## src/rtl/pipes_pkg.sv

```systemverilog
// Shared pipeline types: op/err enums, opcode and funct constants, encoder structs.
// INSTR_ENCODER_PSEUDO_EN adds the second-word fields used by the LI expansion.
package pipes;

  typedef logic [63:0] word_t;
  typedef logic [31:0] u32;

  typedef enum logic [5:0] {
    OP_LUI, OP_AUIPC, OP_JAL, OP_JALR,
    OP_BEQ, OP_BNE, OP_BLT, OP_BGE, OP_BLTU, OP_BGEU,
    OP_LB, OP_LH, OP_LW, OP_LD, OP_LBU, OP_LHU, OP_LWU,
    OP_SB, OP_SH, OP_SW, OP_SD,
    OP_ADDI, OP_SLTI, OP_SLTIU, OP_XORI, OP_ORI, OP_ANDI, OP_SLLI, OP_SRLI, OP_SRAI,
    OP_ADD, OP_SUB, OP_SLL, OP_SLT, OP_SLTU, OP_XOR, OP_SRL, OP_SRA, OP_OR, OP_AND,
    OP_ADDIW, OP_SLLIW, OP_SRLIW, OP_SRAIW,
    OP_ADDW, OP_SUBW, OP_SLLW, OP_SRLW, OP_SRAW,
    OP_LI
  } op_t;

  typedef enum logic [1:0] {
    ERR_IMM_RANGE = 2'd0,
    ERR_IMM_ALIGN = 2'd1,
    ERR_BAD_OP    = 2'd2
  } enc_err_t;

  typedef enum logic [1:0] {S_IDLE, S_LAST, S_FIRST} enc_state_t;

  typedef enum logic [3:0] {
    FMT_R, FMT_I, FMT_SH6, FMT_SH5, FMT_S, FMT_B, FMT_U, FMT_J, FMT_LI
  } fmt_t;

  localparam logic [6:0] OPC_LUI      = 7'b0110111;
  localparam logic [6:0] OPC_AUIPC    = 7'b0010111;
  localparam logic [6:0] OPC_JAL      = 7'b1101111;
  localparam logic [6:0] OPC_JALR     = 7'b1100111;
  localparam logic [6:0] OPC_BRANCH   = 7'b1100011;
  localparam logic [6:0] OPC_LOAD     = 7'b0000011;
  localparam logic [6:0] OPC_STORE    = 7'b0100011;
  localparam logic [6:0] OPC_OP_IMM   = 7'b0010011;
  localparam logic [6:0] OPC_OP       = 7'b0110011;
  localparam logic [6:0] OPC_OP_IMM32 = 7'b0011011;
  localparam logic [6:0] OPC_OP32     = 7'b0111011;

  localparam logic [6:0] F7_BASE = 7'b0000000;
  localparam logic [6:0] F7_ALT  = 7'b0100000;

  localparam logic [2:0] F3_ADD  = 3'b000;
  localparam logic [2:0] F3_SLL  = 3'b001;
  localparam logic [2:0] F3_SLT  = 3'b010;
  localparam logic [2:0] F3_SLTU = 3'b011;
  localparam logic [2:0] F3_XOR  = 3'b100;
  localparam logic [2:0] F3_SR   = 3'b101;
  localparam logic [2:0] F3_OR   = 3'b110;
  localparam logic [2:0] F3_AND  = 3'b111;
  localparam logic [2:0] F3_JALR = 3'b000;
  localparam logic [2:0] F3_BEQ  = 3'b000;
  localparam logic [2:0] F3_BNE  = 3'b001;
  localparam logic [2:0] F3_BLT  = 3'b100;
  localparam logic [2:0] F3_BGE  = 3'b101;
  localparam logic [2:0] F3_BLTU = 3'b110;
  localparam logic [2:0] F3_BGEU = 3'b111;
  localparam logic [2:0] F3_LB   = 3'b000;
  localparam logic [2:0] F3_LH   = 3'b001;
  localparam logic [2:0] F3_LW   = 3'b010;
  localparam logic [2:0] F3_LD   = 3'b011;
  localparam logic [2:0] F3_LBU  = 3'b100;
  localparam logic [2:0] F3_LHU  = 3'b101;
  localparam logic [2:0] F3_LWU  = 3'b110;
  localparam logic [2:0] F3_SB   = 3'b000;
  localparam logic [2:0] F3_SH   = 3'b001;
  localparam logic [2:0] F3_SW   = 3'b010;
  localparam logic [2:0] F3_SD   = 3'b011;

  typedef struct packed {
    op_t        op;
    logic [4:0] rd;
    logic [4:0] rs1;
    logic [4:0] rs2;
    word_t      imm;
  } enc_req_t;

  typedef struct packed {
    u32       word;
`ifdef INSTR_ENCODER_PSEUDO_EN
    u32       word2;
    logic     two;
`endif
    logic     legal;
    enc_err_t err;
  } pack_t;

  // True when v is representable as an n-bit two's-complement value.
  function automatic logic fits_s(word_t v, int n);
    logic signed [63:0] s, lim;
    s   = $signed(v);
    lim = 64'sd1 <<< (n - 1);
    return (s >= -lim) && (s < lim);
  endfunction

endpackage

```

## src/rtl/instr_encoder_pack.sv

```systemverilog
// Combinational packer: {op, regs, imm} -> 32-bit word plus legality and error code.
// With INSTR_ENCODER_PSEUDO_EN, LI may also produce a second (ADDIW) word.
module instr_pack
  import pipes::*;
(
  input  enc_req_t req,
  output pack_t    res
);

  fmt_t       fmt;
  logic [6:0] opc;
  logic [6:0] f7;
  logic [2:0] f3;
  logic       op_ok, rng_ok, aln_ok;
`ifdef INSTR_ENCODER_PSEUDO_EN
  // (imm + 0x800) >> 12: the carry out of bit 11 rounds the upper part.
  logic [19:0] li_hi;
  assign li_hi = req.imm[31:12] + {19'd0, req.imm[11]};
`endif

  always_comb begin
    fmt = FMT_R; opc = OPC_OP; f3 = F3_ADD; f7 = F7_BASE; op_ok = 1'b1;
    case (req.op)
      OP_LUI:   begin fmt = FMT_U; opc = OPC_LUI; end
      OP_AUIPC: begin fmt = FMT_U; opc = OPC_AUIPC; end
      OP_JAL:   begin fmt = FMT_J; opc = OPC_JAL; end
      OP_JALR:  begin fmt = FMT_I; opc = OPC_JALR; f3 = F3_JALR; end
      OP_BEQ:   begin fmt = FMT_B; opc = OPC_BRANCH; f3 = F3_BEQ; end
      OP_BNE:   begin fmt = FMT_B; opc = OPC_BRANCH; f3 = F3_BNE; end
      OP_BLT:   begin fmt = FMT_B; opc = OPC_BRANCH; f3 = F3_BLT; end
      OP_BGE:   begin fmt = FMT_B; opc = OPC_BRANCH; f3 = F3_BGE; end
      OP_BLTU:  begin fmt = FMT_B; opc = OPC_BRANCH; f3 = F3_BLTU; end
      OP_BGEU:  begin fmt = FMT_B; opc = OPC_BRANCH; f3 = F3_BGEU; end
      OP_LB:    begin fmt = FMT_I; opc = OPC_LOAD; f3 = F3_LB; end
      OP_LH:    begin fmt = FMT_I; opc = OPC_LOAD; f3 = F3_LH; end
      OP_LW:    begin fmt = FMT_I; opc = OPC_LOAD; f3 = F3_LW; end
      OP_LD:    begin fmt = FMT_I; opc = OPC_LOAD; f3 = F3_LD; end
      OP_LBU:   begin fmt = FMT_I; opc = OPC_LOAD; f3 = F3_LBU; end
      OP_LHU:   begin fmt = FMT_I; opc = OPC_LOAD; f3 = F3_LHU; end
      OP_LWU:   begin fmt = FMT_I; opc = OPC_LOAD; f3 = F3_LWU; end
      OP_SB:    begin fmt = FMT_S; opc = OPC_STORE; f3 = F3_SB; end
      OP_SH:    begin fmt = FMT_S; opc = OPC_STORE; f3 = F3_SH; end
      OP_SW:    begin fmt = FMT_S; opc = OPC_STORE; f3 = F3_SW; end
      OP_SD:    begin fmt = FMT_S; opc = OPC_STORE; f3 = F3_SD; end
      OP_ADDI:  begin fmt = FMT_I; opc = OPC_OP_IMM; f3 = F3_ADD; end
      OP_SLTI:  begin fmt = FMT_I; opc = OPC_OP_IMM; f3 = F3_SLT; end
      OP_SLTIU: begin fmt = FMT_I; opc = OPC_OP_IMM; f3 = F3_SLTU; end
      OP_XORI:  begin fmt = FMT_I; opc = OPC_OP_IMM; f3 = F3_XOR; end
      OP_ORI:   begin fmt = FMT_I; opc = OPC_OP_IMM; f3 = F3_OR; end
      OP_ANDI:  begin fmt = FMT_I; opc = OPC_OP_IMM; f3 = F3_AND; end
      OP_SLLI:  begin fmt = FMT_SH6; opc = OPC_OP_IMM; f3 = F3_SLL; end
      OP_SRLI:  begin fmt = FMT_SH6; opc = OPC_OP_IMM; f3 = F3_SR; end
      OP_SRAI:  begin fmt = FMT_SH6; opc = OPC_OP_IMM; f3 = F3_SR; f7 = F7_ALT; end
      OP_ADD:   begin opc = OPC_OP; f3 = F3_ADD; end
      OP_SUB:   begin opc = OPC_OP; f3 = F3_ADD; f7 = F7_ALT; end
      OP_SLL:   begin opc = OPC_OP; f3 = F3_SLL; end
      OP_SLT:   begin opc = OPC_OP; f3 = F3_SLT; end
      OP_SLTU:  begin opc = OPC_OP; f3 = F3_SLTU; end
      OP_XOR:   begin opc = OPC_OP; f3 = F3_XOR; end
      OP_SRL:   begin opc = OPC_OP; f3 = F3_SR; end
      OP_SRA:   begin opc = OPC_OP; f3 = F3_SR; f7 = F7_ALT; end
      OP_OR:    begin opc = OPC_OP; f3 = F3_OR; end
      OP_AND:   begin opc = OPC_OP; f3 = F3_AND; end
      OP_ADDIW: begin fmt = FMT_I; opc = OPC_OP_IMM32; f3 = F3_ADD; end
      OP_SLLIW: begin fmt = FMT_SH5; opc = OPC_OP_IMM32; f3 = F3_SLL; end
      OP_SRLIW: begin fmt = FMT_SH5; opc = OPC_OP_IMM32; f3 = F3_SR; end
      OP_SRAIW: begin fmt = FMT_SH5; opc = OPC_OP_IMM32; f3 = F3_SR; f7 = F7_ALT; end
      OP_ADDW:  begin opc = OPC_OP32; f3 = F3_ADD; end
      OP_SUBW:  begin opc = OPC_OP32; f3 = F3_ADD; f7 = F7_ALT; end
      OP_SLLW:  begin opc = OPC_OP32; f3 = F3_SLL; end
      OP_SRLW:  begin opc = OPC_OP32; f3 = F3_SR; end
      OP_SRAW:  begin opc = OPC_OP32; f3 = F3_SR; f7 = F7_ALT; end
`ifdef INSTR_ENCODER_PSEUDO_EN
      OP_LI:    fmt = FMT_LI;
`endif
      default:  op_ok = 1'b0;
    endcase
  end

  always_comb begin
    res    = '0;
    rng_ok = 1'b1;
    aln_ok = 1'b1;
    case (fmt)
      FMT_R:   res.word = {f7, req.rs2, req.rs1, f3, req.rd, opc};
      FMT_I: begin
        res.word = {req.imm[11:0], req.rs1, f3, req.rd, opc};
        rng_ok   = fits_s(req.imm, 12);
      end
      FMT_SH6: begin
        res.word = {f7[6:1], req.imm[5:0], req.rs1, f3, req.rd, opc};
        rng_ok   = (req.imm[63:6] == '0);
      end
      FMT_SH5: begin
        res.word = {f7, req.imm[4:0], req.rs1, f3, req.rd, opc};
        rng_ok   = (req.imm[63:5] == '0);
      end
      FMT_S: begin
        res.word = {req.imm[11:5], req.rs2, req.rs1, f3, req.imm[4:0], opc};
        rng_ok   = fits_s(req.imm, 12);
      end
      FMT_B: begin
        res.word = {req.imm[12], req.imm[10:5], req.rs2, req.rs1, f3,
                    req.imm[4:1], req.imm[11], opc};
        aln_ok   = ~req.imm[0];
        rng_ok   = fits_s(req.imm, 13);
      end
      FMT_U: begin
        // Low 12 bits must be clear: the immediate is the final 4 KiB-aligned value.
        res.word = {req.imm[31:12], req.rd, opc};
        aln_ok   = (req.imm[11:0] == 12'd0);
        rng_ok   = fits_s(req.imm, 32);
      end
      FMT_J: begin
        res.word = {req.imm[20], req.imm[10:1], req.imm[11], req.imm[19:12], req.rd, opc};
        aln_ok   = ~req.imm[0];
        rng_ok   = fits_s(req.imm, 21);
      end
`ifdef INSTR_ENCODER_PSEUDO_EN
      FMT_LI: begin
        if (fits_s(req.imm, 12)) begin
          res.word = {req.imm[11:0], 5'd0, F3_ADD, req.rd, OPC_OP_IMM};
        end else if (fits_s(req.imm, 32)) begin
          res.word = {li_hi, req.rd, OPC_LUI};
          if (req.imm[11:0] != 12'd0) begin
            res.two   = 1'b1;
            res.word2 = {req.imm[11:0], req.rd, F3_ADD, req.rd, OPC_OP_IMM32};
          end
        end else begin
          rng_ok = 1'b0;
        end
      end
`endif
      default: ;
    endcase

    res.legal = op_ok & aln_ok & rng_ok;
    if (!op_ok)       res.err = ERR_BAD_OP;
    else if (!aln_ok) res.err = ERR_IMM_ALIGN;
    else              res.err = ERR_IMM_RANGE;
  end

endmodule

```

## src/rtl/instr_encoder.sv

```systemverilog
// Streaming RV64I encoder: registered valid/ready output, error pulse, handshake counter.
// INSTR_ENCODER_PSEUDO_EN enables LI expansion into LUI+ADDIW via S_FIRST and pend_q.
module instr_encoder
  import pipes::*;
#(
  parameter int CNT_W = 32
) (
  input  logic             clk,
  input  logic             reset,
  input  logic             req_valid,
  output logic             req_ready,
  input  op_t              req_op,
  input  logic [4:0]       req_rd,
  input  logic [4:0]       req_rs1,
  input  logic [4:0]       req_rs2,
  input  word_t            req_imm,
  output logic             out_valid,
  input  logic             out_ready,
  output u32               out_instr,
  output logic             out_last,
  output logic             err_valid,
  output enc_err_t         err_code,
  output logic [CNT_W-1:0] instr_count
);

  enc_state_t state, nstate;
  enc_req_t   rq;
  pack_t      pk;
  logic       accept, load, two;

  assign rq = '{op: req_op, rd: req_rd, rs1: req_rs1, rs2: req_rs2, imm: req_imm};

  instr_pack u_pack (.req(rq), .res(pk));

`ifdef INSTR_ENCODER_PSEUDO_EN
  u32 pend_q;
  assign two = pk.two;

  always_ff @(posedge clk or negedge reset) begin
    if (!reset)    pend_q <= '0;
    else if (load) pend_q <= pk.word2;
  end
`else
  assign two = 1'b0;
`endif

  assign req_ready = (state == S_IDLE) || (state == S_LAST && out_ready);
  assign out_valid = (state != S_IDLE);
  assign accept    = req_valid && req_ready;
  assign load      = accept && pk.legal;

  // An illegal accept is consumed silently: the FSM moves as if nothing arrived.
  always_comb begin
    nstate = state;
    case (state)
      S_IDLE:  if (load) nstate = two ? S_FIRST : S_LAST;
      S_LAST:  if (out_ready) nstate = load ? (two ? S_FIRST : S_LAST) : S_IDLE;
      S_FIRST: if (out_ready) nstate = S_LAST;
      default: nstate = S_IDLE;
    endcase
  end

  always_ff @(posedge clk or negedge reset) begin
    if (!reset) begin
      state       <= S_IDLE;
      out_instr   <= '0;
      out_last    <= 1'b0;
      err_valid   <= 1'b0;
      err_code    <= ERR_IMM_RANGE;
      instr_count <= '0;
    end else begin
      state     <= nstate;
      err_valid <= accept && !pk.legal;
      if (accept && !pk.legal) err_code <= pk.err;
      if (out_valid && out_ready) instr_count <= instr_count + CNT_W'(1);
      if (load) begin
        out_instr <= pk.word;
        out_last  <= ~two;
      end
`ifdef INSTR_ENCODER_PSEUDO_EN
      else if (state == S_FIRST && out_ready) begin
        out_instr <= pend_q;
        out_last  <= 1'b1;
      end
`endif
    end
  end

endmodule
```

## config.mk

```make
export PLATFORM = sky130hd
export DESIGN_NAME = instr_encoder
export DESIGN_NICKNAME = d
export VERILOG_FILES = /design/src/rtl/pipes_pkg.sv /design/src/rtl/instr_encoder_pack.sv /design/src/rtl/instr_encoder.sv
export SDC_FILE = /design/constraint.sdc
export NUM_CORES = 1
export LEC_CHECK = 0
export CELL_PAD_IN_SITES_DETAIL_PLACEMENT = 1
export CELL_PAD_IN_SITES_GLOBAL_PLACEMENT = 2
export CORE_MARGIN = 2
export CORE_UTILIZATION = 27
export DETAILED_ROUTE_END_ITERATION = 6
export GPL_ROUTABILITY_DRIVEN = 1
export HOLD_SLACK_MARGIN = 0.08
export PLACE_DENSITY = 0.86
export SLEW_MARGIN = 40
export SYNTH_ARGS = -nofsm -noshare
export SYNTH_HDL_FRONTEND = slang
export SYNTH_SLANG_ARGS = --single-unit
```

## constraint.sdc

```tcl
create_clock -name clk -period 2.4 [get_ports clk]
set_input_delay 0.36 -clock clk [delete_from_list [all_inputs] [get_ports clk]]
set_output_delay 0.36 -clock clk [all_outputs]
set_load 0.01 [all_outputs]
```

# Word-level counts from Yosys, hierarchy flattened
# Index checks and enable logic that the tools add are counted.
[totals]
reg_bits = 70
latchBits = 0
ram_bits = 0
rom_bits = 0
in_bits = 89
output_inout_bits = 70
elab_cells = 133
n_memories = 0
[op_classes]
n_addsub = 1
mul = 0
n_div = 0
order_cmp = 8
n_eq_ne = 60
shifts = 0
mux = 15
bitwise_logic = 3
reduce_logical = 40
[op_table]
columns = ["op", "n"]
rows = [
  ["$pmux 32 s8", 1],
  ["$eq 6x6->1 const B", 17],
  ["$eq 6x5->1 const B", 16],
  ["$pmux 7 s10", 1],
  ["$ge 64x12->1 const B", 1],
  ["$ge 64x13->1 const B", 1],
  ["$ge 64x21->1 const B", 1],
  ["$ge 64x32->1 const B", 1],
  ["$lt 64x13->1 const B", 1],
  ["$lt 64x14->1 const B", 1],
  ["$lt 64x22->1 const B", 1],
  ["$lt 64x33->1 const B", 1],
  ["$logic_not 59->1", 1],
  ["$logic_not 58->1", 1],
  ["$reduce_or 49->1", 1],
  ["$eq 6x4->1 const B", 8],
  ["$pmux 3 s7", 2],
  ["$add 32x1->32 const B", 1],
  ["$eq 6x3->1 const B", 4],
  ["$reduce_or 4->1", 6],
  ["$reduce_or 15->1", 1],
  ["$reduce_or 7->1", 2],
  ["$eq 3x3->1 const B", 4],
  ["$eq 6x2->1 const B", 2],
  ["other kinds (29)", 51],
]

# Longest topological paths before layout
# Gate-level depths: netlist of the first run.
[depth]
word_depth = 12
ltp_mapped = 11
mapped_depth_nobuf = 8

# Modules after synthesis
# From an unflattened synthesis of the first run, not the netlist that was laid out.
[unflattened]
hier_cells = 464
hier_area_um2 = 4340.4
[by_module_without_submodules]
columns = ["module", "n_inst", "cells_each", "area_each_um2", "seq_area_each_um2"]
rows = [
  ["instr_encoder", 1, 203, 2817.7, 1726.7],
  ["instr_pack", 1, 261, 1522.7, 0.0],
]

# Worst setup path before layout of the first run
# OpenSTA, ideal clock, no wires.
[synth_timing]
path_type = "input port to flip-flop"
start = "input req_op[2]"
end = "register out_instr[10]"
setup_ns = 0.125
t_arrival_ns = 2.469
t_required_ns = 2.275
setup_slack_ns = -0.194
stages = 10
path_buffers = 2
cell_sequence = "buf_2 nor4_4 nand2_2 o211ai_2 nand4b_1 a211oi_2 nor4_4 nor4_4 buf_6 mux2_4"
[synth_via]
elab_chain_len = 9
word_cells_on_any_way = 74
cone_classes = "55 x eq/ne; 5 x mux; 2 x bitwise; 12 x reduce/logical"
[synth_rtl]
columns = ["item", "line", "text"]
rows = [
  ["from (decl)", "instr_encoder.sv:12", "input op_t req_op,"],
  ["$eq 6x2->1, or another cell as far along", "instr_encoder_pack.sv:23", "case (req.op)"],
  ["$reduce_or 15->1 (no source line), or another cell as far along", "n/a", ""],
  ["$pmux 3 s7", "instr_encoder_pack.sv:23", ""],
  ["$eq 3x3->1", "instr_encoder_pack.sv:84", "case (fmt)"],
  ["$reduce_or 2->1 (no source line)", "n/a", ""],
  ["$pmux 1 s2", "instr_encoder_pack.sv:84", ""],
  ["$and 1x1->1 (2 in series)", "instr_encoder_pack.sv:137", "res.legal = op_ok & aln_ok & rng_ok;"],
  ["$logic_and 1x1->1", "instr_encoder.sv:50", "assign load = accept && pk.legal;"],
  ["to (signal assigned)", "instr_encoder.sv:77", "out_instr <= pk.word;"],
  ["to (decl)", "instr_encoder.sv:19", "output u32 out_instr,"],
]
# Parallel ways exist; a longest one is shown, timed or not.
# A chain may end at the register's enable or synchronous reset.

# Worst setup path after layout of the first run
[layout_timing]
start = "input req_op[4]"
end = "register out_instr[30]"
# Same word-level chain as after synthesis.

==> impl_metrics.env, run 1 <==
export IMPL_syn2layout_area_growth_pct=79.18
export IMPL_clkLatencyLatePin_ns=0.34
export IMPL_antenna_cells=0
export IMPL_ys_ff_latch=68
export IMPL_r2r_slack_ns=0.21
export IMPL_setup_slack_ns=-0.08169
export IMPL_routedWlPerCell_um=19.70
export IMPL_hold_viol=0
export IMPL_synth_edff_count=0
export IMPL_cts_tree="built"
export IMPL_critical_path_class="in -> reg"
export IMPL_synthFlopType="dfrtp_1"
export IMPL_post_route_util=0.4958
export IMPL_slew_violations=0
export IMPL_cp_arrival_ns=2.70
export IMPL_die_h_um=131.8
export IMPL_worstPathMaxFanout=6
export IMPL_grt_max_degree=69
export IMPL_htreeDepth=3
export IMPL_min_path_type="reg -> reg"
export IMPL_run_status="finished with violations"
export IMPL_grt_pass1_wl_um=30420
export IMPL_syn_num_nets=550
export IMPL_grt_use_total=0.2229
export IMPL_drive_gt1_frac=0.3653
export IMPL_crit_path_end_kind="flip-flop"
export IMPL_synthCells=460
export IMPL_drt_iter0_drc=255
export IMPL_setup_tns_ns=-1.902
export IMPL_numPortBuffers=158
export IMPL_critPathRequiredTime_ns=2.62
export IMPL_path_delay_family="buffers and inverters"
export IMPL_relSlewSlack=0.6339
export IMPL_yosysSeqAreaShare=0.3857
export IMPL_finalSetupViolCount=28
export IMPL_finClkSkew_ns=0.006836
export IMPL_path_cells="buf_12 -> buf_8 -> nand3b_1 -> o211a_1 -> buf_6 -> o211ai_4 -> nand4b_1 -> a211oi_2 -> nor4_4 -> nor4_4 -> buf_4 -> buf_8 -> mux2_4"
export IMPL_ff2ff_path_depth=8
export IMPL_power_uw=4633
export IMPL_initial_core_util=0.2767
export IMPL_path_depth=13
export IMPL_cellLeakagePower_uw=0.003509
export IMPL_grt_overflow_total=0
export IMPL_p_sw_uw=1354
export IMPL_rows=46
export IMPL_clockBufferDepth=2
export IMPL_slowest_delay_ns=0.35
export IMPL_cts_buffers=9
export IMPL_cts_root_buf="clkbuf_16"
export IMPL_worstMarginPinSlew_ns=0.5442
export IMPL_synth_area_um2=4412
export IMPL_gp_congestion=0.8997
export IMPL_rsz0062_at_grt="true"
export IMPL_ys_types=65
export IMPL_async_flop_share=1.000
export IMPL_switching_share=0.2923
export IMPL_p_comb_frac=0.351
export IMPL_hold_depth=1
export IMPL_vias=4954
export IMPL_fin_crit_sh=1.034
export IMPL_pre_cts_ws_ns=-1.052
export IMPL_final_nets=846
export IMPL_p_per_area_nw_per_um2=586.0
export IMPL_intPower_uw=3278
export IMPL_clk_pin_slew_ns=0.06
export IMPL_die_area_um2=17380
export IMPL_dr_pass1_iters=4
export IMPL_ys_warn_count=0
export IMPL_critPathLaunchType="primary input"
export IMPL_viasPerCell=5.071
export IMPL_critPathBufInv=5
export IMPL_ant_nets=0
export IMPL_failed_checks="negative setup slack"
export IMPL_clock_sinks=68
export IMPL_antenna_found_initial=0
export IMPL_seqPwrFrac=0.329
export IMPL_avgSynthCellArea_um2=9.591
export IMPL_cap_violations=0
export IMPL_core_um2=15940
export IMPL_drt_total_wl_um=19250
export IMPL_grt_pass1_vias=5533
export IMPL_io_pins=159
export IMPL_hpwlAfterDp_um=14560
export IMPL_fmax_mhz=403.0
export IMPL_route_detailed_drc=0
export IMPL_cp_slowest_cell="a211oi_2"
export IMPL_power_frac_clock=0.320
export IMPL_num_fill_cells=1816
export IMPL_fin_crit_ns=2.482
export IMPL_die_w_um=131.8
export IMPL_vdd_drop_max_uv=274.7
registers in the layout (all words and copies together) (netlist names):
| register | cells |
|---|---|
| err_code | 2 |
| state | 1 |
| err_valid | 1 |
| out_last | 1 |
| out_instr | 31 |
| instr_count | 32 |
per-stage QoR:
| stage | area [um^2] | hold slack (ns) | cells |
|---|---|---|---|
| final | 7905 | 0.4732 | 977 |
| after global routing | 7905 | 0.4920 | 977 |
| after CTS | 7841 | 0.4772 | 975 |
| after detailed placement | 7079 | 0.4170 | 928 |
| after global placement | 7079 | 0.4073 | 928 |
| after floorplan | 4479 | 0.06441 | 460 |
Yosys cell counts (3+ instances only):
cell type,count,area share
mux2_4,21,0.071
dfrtp_1,68,0.39
buf_1,3,0.0026
mux2i_1,6,0.014
a31oi_1,3,0.0043
nor2_1,27,0.023
o211a_1,5,0.011
nor4_1,18,0.026
nor2b_1,9,0.013
xnor2_1,26,0.052
buf_6,6,0.015
and3_1,11,0.016
nand2b_1,7,0.0099
o21a_1,5,0.0085
and2_1,3,0.0043
nand4_1,19,0.027
nor4_4,3,0.014
inv_1,10,0.0085
a21oi_1,11,0.012
nand2_1,55,0.047
a22o_1,7,0.014
buf_2,6,0.0068
and4_1,5,0.0099
o21ai_0,19,0.022
or2_1,3,0.0043
xor2_1,6,0.012
mux2_2,7,0.018
clkbuf_1,10,0.0085
nand3_1,17,0.019
nand3b_1,3,0.0051
a222oi_1,6,0.014
nor3_1,8,0.0091
cells by family (layout without fill, tap and decap cells):
kind of cell	after synthesis	in the layout	share of synthesized area
flops	68	68	0.3857
simple gates	197	197	0.2408
mux	34	34	0.1030
compound gates	89	89	0.1568
fa+ha+maj	1	1	0.002836
xor+xnor	32	32	0.06353
buf+inv	39	340	0.04736
metal layers:
metal	share of wire	GRT usage	up-vias
met3	0.055	0.04729	43
li1	-	-	2297
met4	0.038	0.09722	0
met5	0	0	-
met1	0.41	0.2637	2425
met2	0.50	0.3901	189
worst paths after layout:
path | start | to
max | req_op[4] | out_instr[30]$_DFFE_PN0P_
min | out_last$_DFFE_PN0P_ | out_last$_DFFE_PN0P_
max reg2reg | instr_count[10]$_DFFE_PN0P_ | instr_count[27]$_DFFE_PN0P_
min reg2reg | out_last$_DFFE_PN0P_ | out_last$_DFFE_PN0P_
max in group asynchronous | reset | out_instr[20]$_DFFE_PN0P_
min in group asynchronous | reset | instr_count[5]$_DFFE_PN0P_
placed cells by master (no fill, tap or decap), types with 9 or more instances in the layout:
master and n:
a21oi_1 11, inv_1 9, nor2_1 23, clkdlybuf4s15_1 15, dlygate4sd2_1 20, buf_4 134, nand4_1 19, o21ai_0 19
xnor2_1 26, dfrtp_1 68, nor4_2 10, mux2_4 23, nand2_1 54, buf_6 11, clkbuf_2 17, clkbuf_16 9
and3_1 10, clkdlybuf4s50_1 95, nand3_1 15
layout make-up:
cell class	instances	area, um^2	area share
clock buffers	11	252.7	0.03197
clock inverters	5	83.83	0.01060
inverters	12	47.55	0.006015
multi-input cells	353	2760	0.3492
flip-flops and latches	68	1702	0.2153
well taps	216	270.3	0.03419
repair buffers	312	2789	0.3528
power by group through the flow:
stage          Clock (uW)  Combinational, uW  Sequential, uW
2_1_floorplan           0                523            1600
3_3_place_gp            0               1480            1530
3_5_place_dp            0               1530            1540
4_1_cts              1510               1600            1530
5_1_grt              1550               1730            1550
6_report             1480               1630            1520
repair_timing:
action / 4_1_cts / 5_1_grt
cloned: 2 / 0
endpoints found under the setup margin: 36 / 36
hold endpoints to repair: 68 / 0
buffers inserted: 29 / 5
gates resized for setup: 133 / 76
pin swaps: 36 / 15
hold buffers: 1 / 0
Note: power is estimated with default switching activity, not from simulation.
==> inputs of run 2 (changes only) <==
CTS_BUF_LIST = sky130_fd_sc_hd__clkbuf_4 sky130_fd_sc_hd__clkbuf_8 sky130_fd_sc_hd__clkbuf_16   (was not set)
GPL_ROUTABILITY_DRIVEN = not set   (was 1)
PLACE_DENSITY = 0.79   (was 0.86)
==> run 2 against run 1 <==
The run still ends with negative setup slack left. Count of clock-buffer cells in the layout up 1. Combinational power about the same. Design area shrank 0.59%. Power decreased by 0.75%. Maximum frequency fell by 0.23%. Largest cell class is now multi-input gates. Largest power group unchanged. Flip-flop and latch count stayed put. Wire length decreased by 1.9%.
==> impl_metrics.env, run 2 (synthesized netlist as in run 1, its figures left out) <==
export IMPL_grt_overflow_total=0
export IMPL_critPathBufInv=3
export IMPL_hpwlAfterDp_um=14380
export IMPL_cts_tree="built"
export IMPL_drive_gt1_frac=0.3768
export IMPL_slowest_delay_ns=0.37
export IMPL_antenna_found_initial=0
export IMPL_cts_root_buf="clkbuf_16"
export IMPL_antenna_cells=0
export IMPL_largest_register="instr_count"
export IMPL_critical_path_class="in -> reg"
export IMPL_vdd_drop_max_uv=257.1
export IMPL_path_cells="buf_12 -> nand2b_4 -> o211a_1 -> a2111oi_4 -> o21a_1 -> o22a_1 -> nor4_4 -> nor4_4 -> buf_6 -> buf_12 -> mux2_4"
export IMPL_initial_core_util=0.2767
export IMPL_die_w_um=131.8
export IMPL_clk_pin_slew_ns=0.05
export IMPL_grt_use_total=0.2158
export IMPL_drt_iter0_drc=220
export IMPL_clock_sinks=68
export IMPL_die_area_um2=17380
export IMPL_drt_total_wl_um=18890
export IMPL_final_nets=844
export IMPL_grt_max_degree=39
export IMPL_finClkSkew_ns=0.008667
export IMPL_p_sw_uw=1334
export IMPL_finalSetupViolCount=24
export IMPL_cap_violations=0
export IMPL_stdcell_area_um2=7859
export IMPL_r2r_slack_ns=0.22
export IMPL_largest_reg_flops=32
export IMPL_syn2layout_area_growth_pct=78.13
export IMPL_grt_pass1_wl_um=29770
export IMPL_grt_pass1_vias=5611
export IMPL_fin_crit_ns=2.487
export IMPL_path_delay_family="compound AO/OA/AOI/OAI gates"
export IMPL_place_area_um2=7107
export IMPL_whs_ns=0.3795
export IMPL_numPortBuffers=158
export IMPL_viasPerCell=5.110
export IMPL_setup_slack_ns=-0.08735
export IMPL_rows=46
export IMPL_rsz0062_at_grt="true"
export IMPL_post_route_util=0.4929
export IMPL_worstPathMaxFanout=7
export IMPL_vias=4982
export IMPL_clockBufferDepth=2
export IMPL_ff2ff_path_depth=8
export IMPL_core_um2=15940
export IMPL_seqPwrFrac=0.334
export IMPL_ant_nets=0
export IMPL_hold_viol=0
export IMPL_fmax_mhz=402.0
export IMPL_cp_arrival_ns=2.70
export IMPL_failed_checks="negative setup slack"
export IMPL_p_per_area_nw_per_um2=585.1
export IMPL_route_met2_wl_um=9756
export IMPL_p_comb_frac=0.351
export IMPL_top_layer="met4"
export IMPL_crit_path_end_kind="flip-flop"
export IMPL_power_frac_clock=0.315
export IMPL_switching_share=0.2900
export IMPL_gp_congestion=0.8764
export IMPL_fin_crit_sh=1.036
export IMPL_r2r_end="instr_count[31]$_DFFE_PN0P_"
export IMPL_r2r_start="instr_count[10]$_DFFE_PN0P_"
export IMPL_cts_buffers=9
export IMPL_die_h_um=131.8
export IMPL_dr_pass1_iters=6
export IMPL_io_pins=159
export IMPL_critPathRequiredTime_ns=2.61
export IMPL_m1WireLength_um=7499
export IMPL_power_uw=4598
export IMPL_final_common_cell="buf_4"
export IMPL_relSlewSlack=0.6631
export IMPL_wl_met3_um=1200
export IMPL_top_regs="instr_count x32, out_instr x31, err_code x2"
export IMPL_worstMarginPinSlew_ns=0.5054
export IMPL_cp_slowest_cell="a2111oi_4"
export IMPL_cellLeakagePower_uw=0.003483
export IMPL_min_path_type="in -> async"
export IMPL_layout_common_cells="buf_4, clkdlybuf4s50_1, dfrtp_1"
export IMPL_slew_violations=0
export IMPL_routedWlPerCell_um=19.37
export IMPL_route_detailed_drc=0
export IMPL_clkLatencyLatePin_ns=0.33
export IMPL_htreeDepth=3
export IMPL_intPower_uw=3264
export IMPL_run_status="finished with violations"
export IMPL_setup_tns_ns=-1.119
export IMPL_critPathLaunchType="primary input"
==> run 2: cell count changes in the layout (fill, tap and decap cells not counted), moves of 3 or more <==
cell            delta
clkbuf_4           +3
dlygate4sd2_1      -6
buf_2              +5
buf_6              +6
nor3_1             -3
dlymetal6s2s_1     -3
==> run 2: stage by stage <==
stage                     instances  worst slack (ns)
after floorplan                 460           -0.1461
after global placement          930           -0.8109
after detailed placement        930           -0.9455
after CTS                       976           -0.1329
after global routing            975           -0.2169
final                           975          -0.08735
==> run 2: area by class of cell <==
cell class,count,area (um^2)
clock inverters,4,72.57
multi-input cells,353,2788
clock buffers,12,254.0
well taps,216,270.3
repair buffers,310,2725
fillers,1814,8084
flip-flops and latches,68,1702
inverters,12,47.55
==> run 2: metal layers <==
metal | up-vias | track usage
li1 | 2284 | -
met1 | 2478 | 0.2508
met2 | 187 | 0.3991
met3 | 33 | 0.04498
met4 | 0 | 0.06220
met5 | - | 0
==> run 2: what timing repair did <==
| action | in CTS | in global routing |
|---|---|---|
| gates resized for setup | 169 | 78 |
| pin swaps | 37 | 41 |
| hold buffers | 1 | 0 |
| cloned | 2 | 0 |
| setup buffers | 28 | 3 |
| endpoints found under the setup margin | 36 | 33 |
| hold endpoints to repair | 3 | 0 |
==> run 2: worst max path at each step <==
stage	startpoint	cells past startpoint	slack [ns]	end
final	req_op[3]	11	-0.09	out_instr[27]$_DFFE_PN0P_
after global routing	req_imm[12]	12	-0.22	out_instr[27]$_DFFE_PN0P_
after CTS	req_op[3]	12	-0.13	out_instr[27]$_DFFE_PN0P_
after detailed placement	req_imm[53]	11	-0.95	out_instr[29]$_DFFE_PN0P_
after global placement	req_op[0]	12	-0.81	out_instr[20]$_DFFE_PN0P_
after floorplan	req_op[3]	10	-0.15	out_instr[10]$_DFFE_PN0P_
==> run 2: worst reg2reg max path: stages, from the launching register on <==
cell and delay, ns:
dfrtp_1 0.45, and4_1 0.28, and3_1 0.25, and4_1 0.27
and3_1 0.20, inv_1 0.05, nor2_1 0.27, nand3_1 0.14
xnor2_1 0.15
==> run 2: power by group through the flow <==
stage                     logic (uW)  clock network [uW]  registers [uW]
after floorplan                  523                   0            1600
after global placement          1480                   0            1540
after detailed placement        1530                   0            1550
after CTS                       1610                1470            1540
after global routing            1720                1530            1560
final                           1610                1450            1540
==> inputs of run 3 (changes only) <==
PLACE_DENSITY = 0.83   (was 0.79)
==> run 3 against run 2 <==
Combinational power about the same. The flow still finishes with violations (negative setup slack). Flip-flop and latch count unchanged. Wire length decreased by 0.46%. First-iteration DRC count increased by 5.0%. Design area increased by 1.3%. Sequential share of layout area decreased by 0.28 points.
==> impl_metrics.env, run 3 (synthesized netlist as in run 1, its figures left out) <==
export IMPL_critPathBufInv=4
export IMPL_relSlewSlack=0.6191
export IMPL_cellLeakagePower_uw=0.003605
export IMPL_core_um2=15940
export IMPL_worstMarginPinSlew_ns=0.5670
export IMPL_intPower_uw=3400
export IMPL_die_h_um=131.8
export IMPL_final_cells=970
export IMPL_fin_crit_ns=2.651
export IMPL_p_per_area_nw_per_um2=596.3
export IMPL_rsz0062_at_grt="true"
export IMPL_slowest_delay_ns=0.37
export IMPL_p_comb_frac=0.343
export IMPL_vias=4894
export IMPL_cp_slowest_cell="nor4_4"
export IMPL_drt_total_wl_um=18800
export IMPL_hpwlAfterDp_um=14250
export IMPL_m1WireLength_um=7886
export IMPL_gp_congestion=0.8514
export IMPL_antenna_cells=0
export IMPL_slew_violations=0
export IMPL_crit_path_end_kind="flip-flop"
export IMPL_layout_common_cells="buf_4, clkdlybuf4s50_1, dfrtp_1"
export IMPL_failed_checks="negative setup slack"
export IMPL_largest_reg_flops=32
export IMPL_setup_slack_ns=-0.2509
export IMPL_finClkSkew_ns=0.008063
export IMPL_dp_cells=923
export IMPL_htreeDepth=3
export IMPL_antenna_found_initial=0
export IMPL_fmax_mhz=377.2
export IMPL_initial_core_util=0.2767
export IMPL_power_frac_clock=0.333
export IMPL_seqPwrFrac=0.324
export IMPL_fin_crit_sh=1.105
export IMPL_grt_pass1_vias=5298
export IMPL_critPathRequiredTime_ns=2.61
export IMPL_die_area_um2=17380
export IMPL_hold_viol=0
export IMPL_dr_pass1_iters=5
export IMPL_finalSetupViolCount=32
export IMPL_cts_buffers=9
export IMPL_critPathLaunchType="primary input"
export IMPL_grt_pass1_wl_um=28740
export IMPL_wl_met3_um=1073
export IMPL_routedWlPerCell_um=19.38
export IMPL_cts_root_buf="clkbuf_16"
export IMPL_clkLatencyLatePin_ns=0.33
export IMPL_final_nets=839
export IMPL_route_met2_wl_um=9577
export IMPL_io_pins=159
export IMPL_route_detailed_drc=0
export IMPL_grt_use_total=0.2092
export IMPL_grt_max_degree=69
export IMPL_stdcell_area_um2=7963
export IMPL_switching_share=0.2839
export IMPL_die_w_um=131.8
export IMPL_clockBufferDepth=2
export IMPL_drt_iter0_drc=231
export IMPL_place_area_um2=7042
export IMPL_cp_arrival_ns=2.86
export IMPL_largest_register="instr_count"
export IMPL_run_status="finished with violations"
export IMPL_top_regs="instr_count x32, out_instr x31, err_code x2"
export IMPL_final_common_cell="buf_4"
export IMPL_vdd_drop_max_uv=296.2
export IMPL_ant_nets=0
export IMPL_cap_violations=0
export IMPL_cts_tree="built"
export IMPL_critical_path_class="in -> reg"
export IMPL_p_sw_uw=1348
export IMPL_clock_sinks=68
export IMPL_worstPathMaxFanout=7
export IMPL_post_route_util=0.4995
export IMPL_path_delay_family="compound AO/OA/AOI/OAI gates"
export IMPL_num_fill_cells=1797
export IMPL_min_path_type="reg -> reg"
export IMPL_numPortBuffers=158
export IMPL_viasPerCell=5.045
export IMPL_rows=46
export IMPL_path_cells="buf_2 -> buf_6 -> nand2_1 -> o211a_1 -> o211ai_2 -> nand4b_1 -> a211oi_2 -> nor4_4 -> nor4_4 -> buf_6 -> buf_12 -> mux2_4"
export IMPL_drive_gt1_frac=0.3541
export IMPL_grt_overflow_total=0
export IMPL_top_layer="met4"
export IMPL_clk_pin_slew_ns=0.05
export IMPL_syn2layout_area_growth_pct=80.49
==> run 3: changes by cell type in the layout (fill, tap and decap cells not counted), sizes merged, moves of 3 or more <==
cell / delta
dlymetal6s2s: +14
buf: -13
clkbuf: -5
clkdlybuf4s15: -5
dlygate4sd2: +3
==> run 3: through the flow <==
step	setup TNS [ns]	power [uW]	hold slack [ns]	setup slack, ns
after floorplan	-3.037	2125	0.06441	-0.1461
after global placement	-25.59	3017	0.4075	-0.7652
final	-6.905	4748	0.4730	-0.2509
after detailed placement	-29.25	3073	0.4162	-0.8788
after global routing	-8.807	4943	0.4858	-0.3094
after CTS	-2.514	4758	0.4773	-0.1263
==> run 3: worst paths after layout <==
check / slack, ns / depth (start not counted) / end / from
worst min-delay path: 0.47 / 1 / out_last$_DFFE_PN0P_ / out_last$_DFFE_PN0P_
max in group asynchronous: 1.52 / 3 / instr_count[18]$_DFFE_PN0P_ / reset
worst max-delay path: -0.25 / 12 / out_instr[10]$_DFFE_PN0P_ / req_op[1]
min in group asynchronous: 0.59 / 3 / instr_count[0]$_DFFE_PN0P_ / reset
worst max register to register: 0.16 / 8 / instr_count[29]$_DFFE_PN0P_ / instr_count[10]$_DFFE_PN0P_
worst min register to register: 0.47 / 1 / out_last$_DFFE_PN0P_ / out_last$_DFFE_PN0P_
==> run 3: power by group through the flow <==
| stage | Clock, uW | Combinational (uW) | Sequential [uW] |
|---|---|---|---|
| 2_1_floorplan | 0 | 523 | 1600 |
| 3_3_place_gp | 0 | 1480 | 1540 |
| 3_5_place_dp | 0 | 1520 | 1550 |
| 4_1_cts | 1610 | 1600 | 1540 |
| 5_1_grt | 1660 | 1730 | 1560 |
| 6_report | 1580 | 1630 | 1540 |
==> run 3: layout make-up <==
class | instances | area (um^2) | area share
timing repair buffer | 305 | 2815 | 0.3536
multi-input combinational | 353 | 2769 | 0.3477
clock inverter | 5 | 106.4 | 0.01336
tap | 216 | 270.3 | 0.03394
sequential | 68 | 1702 | 0.2137
inverter | 12 | 47.55 | 0.005971
clock buffer | 11 | 252.7 | 0.03174
==> run 3: what timing repair did <==
| item | CTS | global route |
|---|---|---|
| gates resized for setup | 113 | 84 |
| setup endpoints to repair | 36 | 36 |
| buffers inserted | 16 | 13 |
| hold buffers | 1 | 0 |
| pin swaps | 38 | 40 |
| cloned | 4 | 0 |
| endpoints found under the hold margin | 68 | 0 |
==> run 3: layer usage <==
layer,GRT usage,vias up
li1,-,2272
met1,0.2527,2417
met2,0.3758,180
met3,0.04037,25
met4,0.06401,0
met5,0,-
==> run 3: worst register-to-register path, delay by kind of cell (launching register included) <==
kind                   cells  cell delay [ns]
AND/OR/NAND/NOR            6             1.49
flip-flops                 1             0.46
buffers and inverters      1             0.05
XOR/XNOR                   1             0.15
